`config.mk`:
```
export PLATFORM = sky130hd
export DESIGN_NAME = instr_queue_ir_flat
export DESIGN_NICKNAME = d
export VERILOG_FILES = /design/src/rtl/instr_queue_ir_pkg.sv /design/src/rtl/instr_queue_ir_if.sv /design/src/rtl/instr_queue_mem.sv /design/src/rtl/instr_queue_ir.sv /design/src/flat_wrapper.sv
export SDC_FILE = /design/constraint.sdc
export NUM_CORES = 1
export LEC_CHECK = 0
export ABC_AREA = 1
export ABC_CLOCK_PERIOD_IN_PS = 2200
export CAP_MARGIN = 20
export CELL_PAD_IN_SITES_DETAIL_PLACEMENT = 2
export CELL_PAD_IN_SITES_GLOBAL_PLACEMENT = 2
export CORE_ASPECT_RATIO = 1.4
export CORE_MARGIN = 2
export CORE_UTILIZATION = 34
export CTS_CLUSTER_SIZE = 30
export DETAILED_ROUTE_END_ITERATION = 10
export GPL_ROUTABILITY_DRIVEN = 0
export PLACE_DENSITY_LB_ADDON = 0.1
export SLEW_MARGIN = 20
export SYNTH_ARGS = -nofsm -noshare
export SYNTH_HDL_FRONTEND = slang
export SYNTH_SLANG_ARGS = --single-unit
```
`constraint.sdc`:
```
create_clock -name Clock -period 2.2 [get_ports Clock]
set_input_delay 0.44 -clock Clock [delete_from_list [all_inputs] [get_ports Clock]]
set_output_delay 0.44 -clock Clock [all_outputs]
set_load 0.01 [all_outputs]
```
`src/rtl/instr_queue_ir_pkg.sv`:
```
// Shared definitions for the instruction register: default field layout
// (IIIXXXYYY) and opcode constants for the control FSM.
package ir_pkg;

  localparam int IR_OP_W  = 3;
  localparam int IR_REG_W = 3;
  localparam int IR_W     = IR_OP_W + 2*IR_REG_W;

  localparam int OP_MSB = IR_W - 1;
  localparam int RX_MSB = 2*IR_REG_W - 1;
  localparam int RY_MSB = IR_REG_W - 1;

  typedef enum logic [IR_OP_W-1:0] {
    OP_MV   = 3'd0,
    OP_MVI  = 3'd1,
    OP_ADD  = 3'd2,
    OP_SUB  = 3'd3,
    OP_LD   = 3'd4,
    OP_ST   = 3'd5,
    OP_MVNZ = 3'd6,
    OP_JMP  = 3'd7
  } opcode_e;

  typedef struct packed {
    opcode_e              op;
    logic [IR_REG_W-1:0]  rx;
    logic [IR_REG_W-1:0]  ry;
  } ir_fields_t;

endpackage

```
`src/rtl/instr_queue_ir_if.sv`:
```
// Fetch/control side bus of the prefetching instruction register.
interface instr_queue_ir_if #(
  parameter int W     = 9,
  parameter int DEPTH = 4,
  parameter int OP_W  = 3,
  parameter int REG_W = 3
);
  localparam int CNT_W = $clog2(DEPTH) + 1;

  logic [W-1:0]     DIN;
  logic             push;
  logic             IRin;
  logic             flush;
  logic [W-1:0]     Q;
  logic             ir_valid;
  logic [OP_W-1:0]  opcode;
  logic [REG_W-1:0] rx;
  logic [REG_W-1:0] ry;
  logic [CNT_W-1:0] count;
  logic             empty;
  logic             full;
  logic             ovf;

  modport master (
    output DIN, push, IRin, flush,
    input  Q, ir_valid, opcode, rx, ry, count, empty, full, ovf
  );

  modport slave (
    input  DIN, push, IRin, flush,
    output Q, ir_valid, opcode, rx, ry, count, empty, full, ovf
  );
endinterface

```
`src/rtl/instr_queue_mem.sv`:
```
// Prefetch storage: falling-edge write, combinational read. No reset; the
// top's pointers and count decide which entries are meaningful.
module instr_queue_mem #(
  parameter int W     = 9,
  parameter int DEPTH = 4,
  localparam int PTR_W = $clog2(DEPTH)
) (
  input  logic             gclk,
  input  logic             we,
  input  logic [PTR_W-1:0] waddr,
  input  logic [W-1:0]     wdata,
  input  logic [PTR_W-1:0] raddr,
  output logic [W-1:0]     rdata
);
  logic [W-1:0] mem [DEPTH];

  always_ff @(negedge gclk)
    if (we) mem[waddr] <= wdata;

  assign rdata = mem[raddr];
endmodule

```
`src/rtl/instr_queue_ir.sv`:
```
// Instruction register fed by a DEPTH-entry prefetch FIFO. All state moves on
// the falling clock edge; flush wins over push and IR load.
module instr_queue_ir
  import ir_pkg::*;
#(
  parameter int W     = IR_W,
  parameter int DEPTH = 4,
  parameter int OP_W  = IR_OP_W,
  parameter int REG_W = IR_REG_W
) (
  input  logic Clock,
  input  logic Resetn,
  instr_queue_ir_if.slave bus
);
  localparam int PTR_W = $clog2(DEPTH);
  localparam int CNT_W = PTR_W + 1;

  logic [PTR_W-1:0] rd, wr;
  logic [CNT_W-1:0] cnt;
  logic [W-1:0]     q, rdata;
  logic             vld, ovf_q;
  logic             is_empty, is_full;
  logic             pop, byp, wr_en, drop;

  assign is_empty = (cnt == '0);
  assign is_full  = (cnt == CNT_W'(DEPTH));

  // A push on a full queue still fits when the same edge pops the head;
  // a push on an empty queue with IRin goes straight to the IR instead.
  always_comb begin
    pop   = bus.IRin & ~is_empty & ~bus.flush;
    byp   = bus.IRin &  is_empty & bus.push & ~bus.flush;
    wr_en = bus.push & ~bus.flush & (~is_full | bus.IRin) & ~byp;
    drop  = bus.push & ~bus.flush &  is_full & ~bus.IRin;
  end

  instr_queue_mem #(.W(W), .DEPTH(DEPTH)) u_mem (
    .gclk  (Clock),
    .we    (wr_en),
    .waddr (wr),
    .wdata (bus.DIN),
    .raddr (rd),
    .rdata (rdata)
  );

  always_ff @(negedge Clock or negedge Resetn) begin
    if (!Resetn) begin
      rd  <= '0;
      wr  <= '0;
      cnt <= '0;
    end else if (bus.flush) begin
      rd  <= '0;
      wr  <= '0;
      cnt <= '0;
    end else begin
      if (pop)   rd <= rd + 1'b1;
      if (wr_en) wr <= wr + 1'b1;
      unique case ({wr_en, pop})
        2'b10:   cnt <= cnt + 1'b1;
        2'b01:   cnt <= cnt - 1'b1;
        default: cnt <= cnt;
      endcase
    end
  end

  // Flush invalidates the IR but leaves Q as it was.
  always_ff @(negedge Clock or negedge Resetn) begin
    if (!Resetn) begin
      q     <= '0;
      vld   <= 1'b0;
      ovf_q <= 1'b0;
    end else begin
      ovf_q <= drop;
      if (bus.flush) begin
        vld <= 1'b0;
      end else if (pop) begin
        q   <= rdata;
        vld <= 1'b1;
      end else if (byp) begin
        q   <= bus.DIN;
        vld <= 1'b1;
      end else if (bus.IRin) begin
        vld <= 1'b0;
      end
    end
  end

  assign bus.Q        = q;
  assign bus.ir_valid = vld;
  assign bus.opcode   = q[W-1 -: OP_W];
  assign bus.rx       = q[2*REG_W-1 -: REG_W];
  assign bus.ry       = q[REG_W-1:0];
  assign bus.count    = cnt;
  assign bus.empty    = is_empty;
  assign bus.full     = is_full;
  assign bus.ovf      = ovf_q;
endmodule

```
`src/flat_wrapper.sv`:
```
// flat-port wrapper written by rule: the top's interface ports become plain ports
module instr_queue_ir_flat import ir_pkg::*;
#(
  parameter int W     = IR_W,
  parameter int DEPTH = 4,
  parameter int OP_W  = IR_OP_W,
  parameter int REG_W = IR_REG_W
)
  (Clock, Resetn, bus_DIN, bus_push, bus_IRin, bus_flush, bus_Q, bus_ir_valid, bus_opcode, bus_rx, bus_ry, bus_count, bus_empty, bus_full, bus_ovf);
  instr_queue_ir_if #(.W(W), .DEPTH(DEPTH), .OP_W(OP_W), .REG_W(REG_W)) bus_i ();
  input  logic Clock;
  input  logic Resetn;
  input wire logic [$bits(bus_i.DIN)-1:0] bus_DIN;
  input wire logic [$bits(bus_i.push)-1:0] bus_push;
  input wire logic [$bits(bus_i.IRin)-1:0] bus_IRin;
  input wire logic [$bits(bus_i.flush)-1:0] bus_flush;
  output wire logic [$bits(bus_i.Q)-1:0] bus_Q;
  output wire logic [$bits(bus_i.ir_valid)-1:0] bus_ir_valid;
  output wire logic [$bits(bus_i.opcode)-1:0] bus_opcode;
  output wire logic [$bits(bus_i.rx)-1:0] bus_rx;
  output wire logic [$bits(bus_i.ry)-1:0] bus_ry;
  output wire logic [$bits(bus_i.count)-1:0] bus_count;
  output wire logic [$bits(bus_i.empty)-1:0] bus_empty;
  output wire logic [$bits(bus_i.full)-1:0] bus_full;
  output wire logic [$bits(bus_i.ovf)-1:0] bus_ovf;
  assign bus_i.DIN = bus_DIN;
  assign bus_i.push = bus_push;
  assign bus_i.IRin = bus_IRin;
  assign bus_i.flush = bus_flush;
  assign bus_Q = bus_i.Q;
  assign bus_ir_valid = bus_i.ir_valid;
  assign bus_opcode = bus_i.opcode;
  assign bus_rx = bus_i.rx;
  assign bus_ry = bus_i.ry;
  assign bus_count = bus_i.count;
  assign bus_empty = bus_i.empty;
  assign bus_full = bus_i.full;
  assign bus_ovf = bus_i.ovf;
  instr_queue_ir #(.W(W), .DEPTH(DEPTH), .OP_W(OP_W), .REG_W(REG_W)) u_core (.Clock(Clock), .Resetn(Resetn), .bus(bus_i));
endmodule
```
==> impl_results.md <==
* Post-synth EDFFs at 36
* Worst-path maximum fanout at 3
* Fin util at between 50% and 60%
* Ys flop type: edfxtp_1
* Grt total ovfl at 0
* Via-per-instance ratio at 5.200
* Hold Path End: u_core.bus.Q[3]
* Max-cap check violation count at 0
* Synth async-reset ratio at 33.33%
* CP arrival at 2.29 ns
* First-pass GRT wire length at roughly 17000 microns
* Post-detailed-route count of antenna-violating nets at 0
* Final Cell Area at 4182 sq um
* Post-synthesis sequential area ratio at 61.35%
* Critical Path End Type: output port
* N_diodes at 0
* Final setup violation count at 76
* Max-slew violation count at 0
* Num CTS Buffers at 5
* Drt total wl at ~14000 microns
* Reg-to-reg setup timing slack at -0.02 ns
* Syn Area/Cell at roughly 10 sq um
* I/O pin count at 39
* Clk_skew at 0.1426 ns
* Maximum clock path buffer count at 2
* Hold depth at 3
* Leading cell types in the layout, fill and taps excluded: buf_4, inv_1, nand2_1
* Post-Syn Area at 2496 sq um
* Flops & latches, synth at 54
* Violated checks: negative setup slack
* Slew margin rel. at 63.00%
* Initial antenna violation count at 0
* Fillers at 716
* Leakage at 0.002017 uW
* Reg clk slew, reported paths at about 0.080 ns
* Pwr dens at ~1200 nW/um^2
* Min-delay src: u_core.bus.Q[3]
* Mapped Nets at 265
* Die Wd at 76.42 microns
* Worst reg2reg endpoint: u_core.bus.count[2]
* Power share of the combinational group at 48.2%
* Internal at 2866 uW
* RSZ-0062 raised after global routing: true
* Die Y at 105.4 microns
* Setup crit start kind: flop
* CTS H-tree lvls at 2
* Layout area overhead at 67.52%
* Clock sink count at 54
* Cells after Synth at 246
* Worst-margin pin slew at around 0.55 ns
* Final net count at about 420
* Crit path required time at 1.76 ns
* Worst Reg-to-Reg Cells at 14
* Vias in the first global route at 2836
* Root buffer cell: clkbuf_8
* Critical R2R Launch: u_core.bus.count[0]
* Initial DRC Count at 133
* PnR worst setup slack at -0.5324 ns
* Switch Pwr at 2336 uW
* Placed cell area at 3268 sq um
* Average wire per standard cell at 28.08 microns
* Status: finished, violations left
* Clk network pwr share at 23.6%
* Yosys cell types at 26
* Sequential power share at about 28%
* Switching share of power at 44.91%
* TritonCTS clock tree: built
* Die Footprint at 8053 sq um
* Worst VDD drop at 0.6041 mV
* Row count at 37
* Largest net degree at the start of global routing at 19
* GRT Total Usage at 28.55%
* Worst skew pair latency at 0.46 ns
* Yosys Warn Count at 0
* Final Hold Viols at 0
* Layout cells sized above 1 at between 40% and 50%
* CP Class: flop to output port
* Routed vias at 2579
* Detailed Place HPWL at 5457 microns
* Most common cell after layout, fill and taps aside: buf_4
* Core Area at just over 7000 sq um
* Initial core utilization at approximately 35%
* First-pass DRT Iterations at 4
* Residual DRC count at 0
* Port bufs at 38
* Hold crit path type: flop to flop
[repair_timing]
item,in CTS,in global routing
cloned,4,0
pin swaps,21,14
resized for setup,164,43
hold buffers,0,0
setup buffers,32,16
endpoints found under the setup margin,79,77
[metrics by stage]
step           worst slack (ns)  hold slack, ns  instances  power, uW  TNS (ns)
5_1_grt                 -0.5728          0.5930        496       5448    -18.98
3_3_place_gp             -1.072          0.4526        404       3120    -67.27
4_1_cts                 -0.4921          0.4526        482       4423    -12.24
3_5_place_dp             -1.153          0.4523        404       3179    -69.29
6_report                -0.5324          0.5775        496       5202    -17.59
2_1_floorplan           -0.4819          0.4221        246       2365    -13.80
[routing by layer]
| layer | wire length [microns] | global-route usage (%) | vias up |
|---|---|---|---|
| met5 | 0 | 0 | - |
| li1 | - | - | 1104 |
| met4 | 768 | 9.740 | 0 |
| met1 | 4779 | 31.70 | 1305 |
| met3 | 730 | 4.281 | 48 |
| met2 | 7649 | 54.74 | 122 |
[flip-flops by register name, summed over array words and instances (netlist names)]
signal               cells
u_core.bus.Q             9
u_core.bus.count         3
u_core.bus.ir_valid      1
u_core.bus.ovf           1
u_core.rd                2
u_core.u_mem.mem        36
u_core.wr                2
[worst max-delay path by stage]
| stage | start | to | slack (ns) |
|---|---|---|---|
| 2_1_floorplan | bus_push | u_core.bus.count[2] | -0.48 |
| 3_3_place_gp | bus_push | u_core.bus.count[2] | -1.07 |
| 3_5_place_dp | bus_flush | u_core.bus.count[2] | -1.15 |
| 4_1_cts | u_core.bus.count[0] | bus_full | -0.49 |
| 5_1_grt | u_core.bus.count[0] | bus_empty | -0.57 |
| 6_report | u_core.bus.count[0] | bus_empty | -0.53 |
[logic make-up (layout without fill, tap and decap cells)]
kind of cell,Yosys count,in the layout,share of synthesized area (%)
xor gates and xnor gates,1,1,0.3509
and+or+nand+nor,100,100,17.69
AOI/OAI and AO/OA,43,43,9.223
adders and majority gates,5,5,2.807
buffers and inverters,43,196,8.571
DFF,54,54,61.35
[worst max-delay path, cell delays in order, from the launching register on]
cell,delay [ns]
dfrtn_1,0.38
buf_6,0.14
nor2_4,0.14
nand2_4,0.06
inv_2,0.06
buf_6,0.09
[synth_stat cells, types with 2 or more instances]
cell / instances / area (sq um)
nand2_2: 2 / 12.51
nor3_1: 2 / 10.01
edfxtp_1: 36 / 1081
buf_2: 3 / 15.01
nand2_4: 3 / 33.78
nand2_1: 57 / 214.0
nand3_1: 8 / 40.04
nor2_1: 24 / 90.09
o21ai_1: 13 / 65.06
inv_2: 6 / 22.52
buf_4: 9 / 67.56
inv_1: 21 / 78.83
o21ai_0: 17 / 85.08
dfrtn_1: 18 / 450.4
ha_1: 4 / 50.05
a21oi_1: 11 / 55.05
buf_6: 2 / 22.52
clkbuf_1: 2 / 7.510
[final cells by class]
cell class	instances	area (sq um)	share of cell area [%]
Multi-Input combinational cell	149	967.2	23.13
Inverter	26	127.6	3.052
Sequential cell	54	1531	36.62
Clock buffer	5	68.82	1.646
Clock inverter	39	185.2	4.428
Tap cell	97	121.4	2.902
Timing Repair Buffer	123	1162	27.80
Timing Repair inverter	3	17.52	0.4189
[power groups by stage]
stage	Combinational (uW)	Clock [uW]	Sequential (uW)
5_1_grt	2650	1320	1480
6_report	2500	1230	1470
2_1_floorplan	796	101	1470
3_3_place_gp	1570	101	1450
3_5_place_dp	1620	101	1450
4_1_cts	1950	1040	1430
No activity file was read; power rests on OpenSTA's default activity.
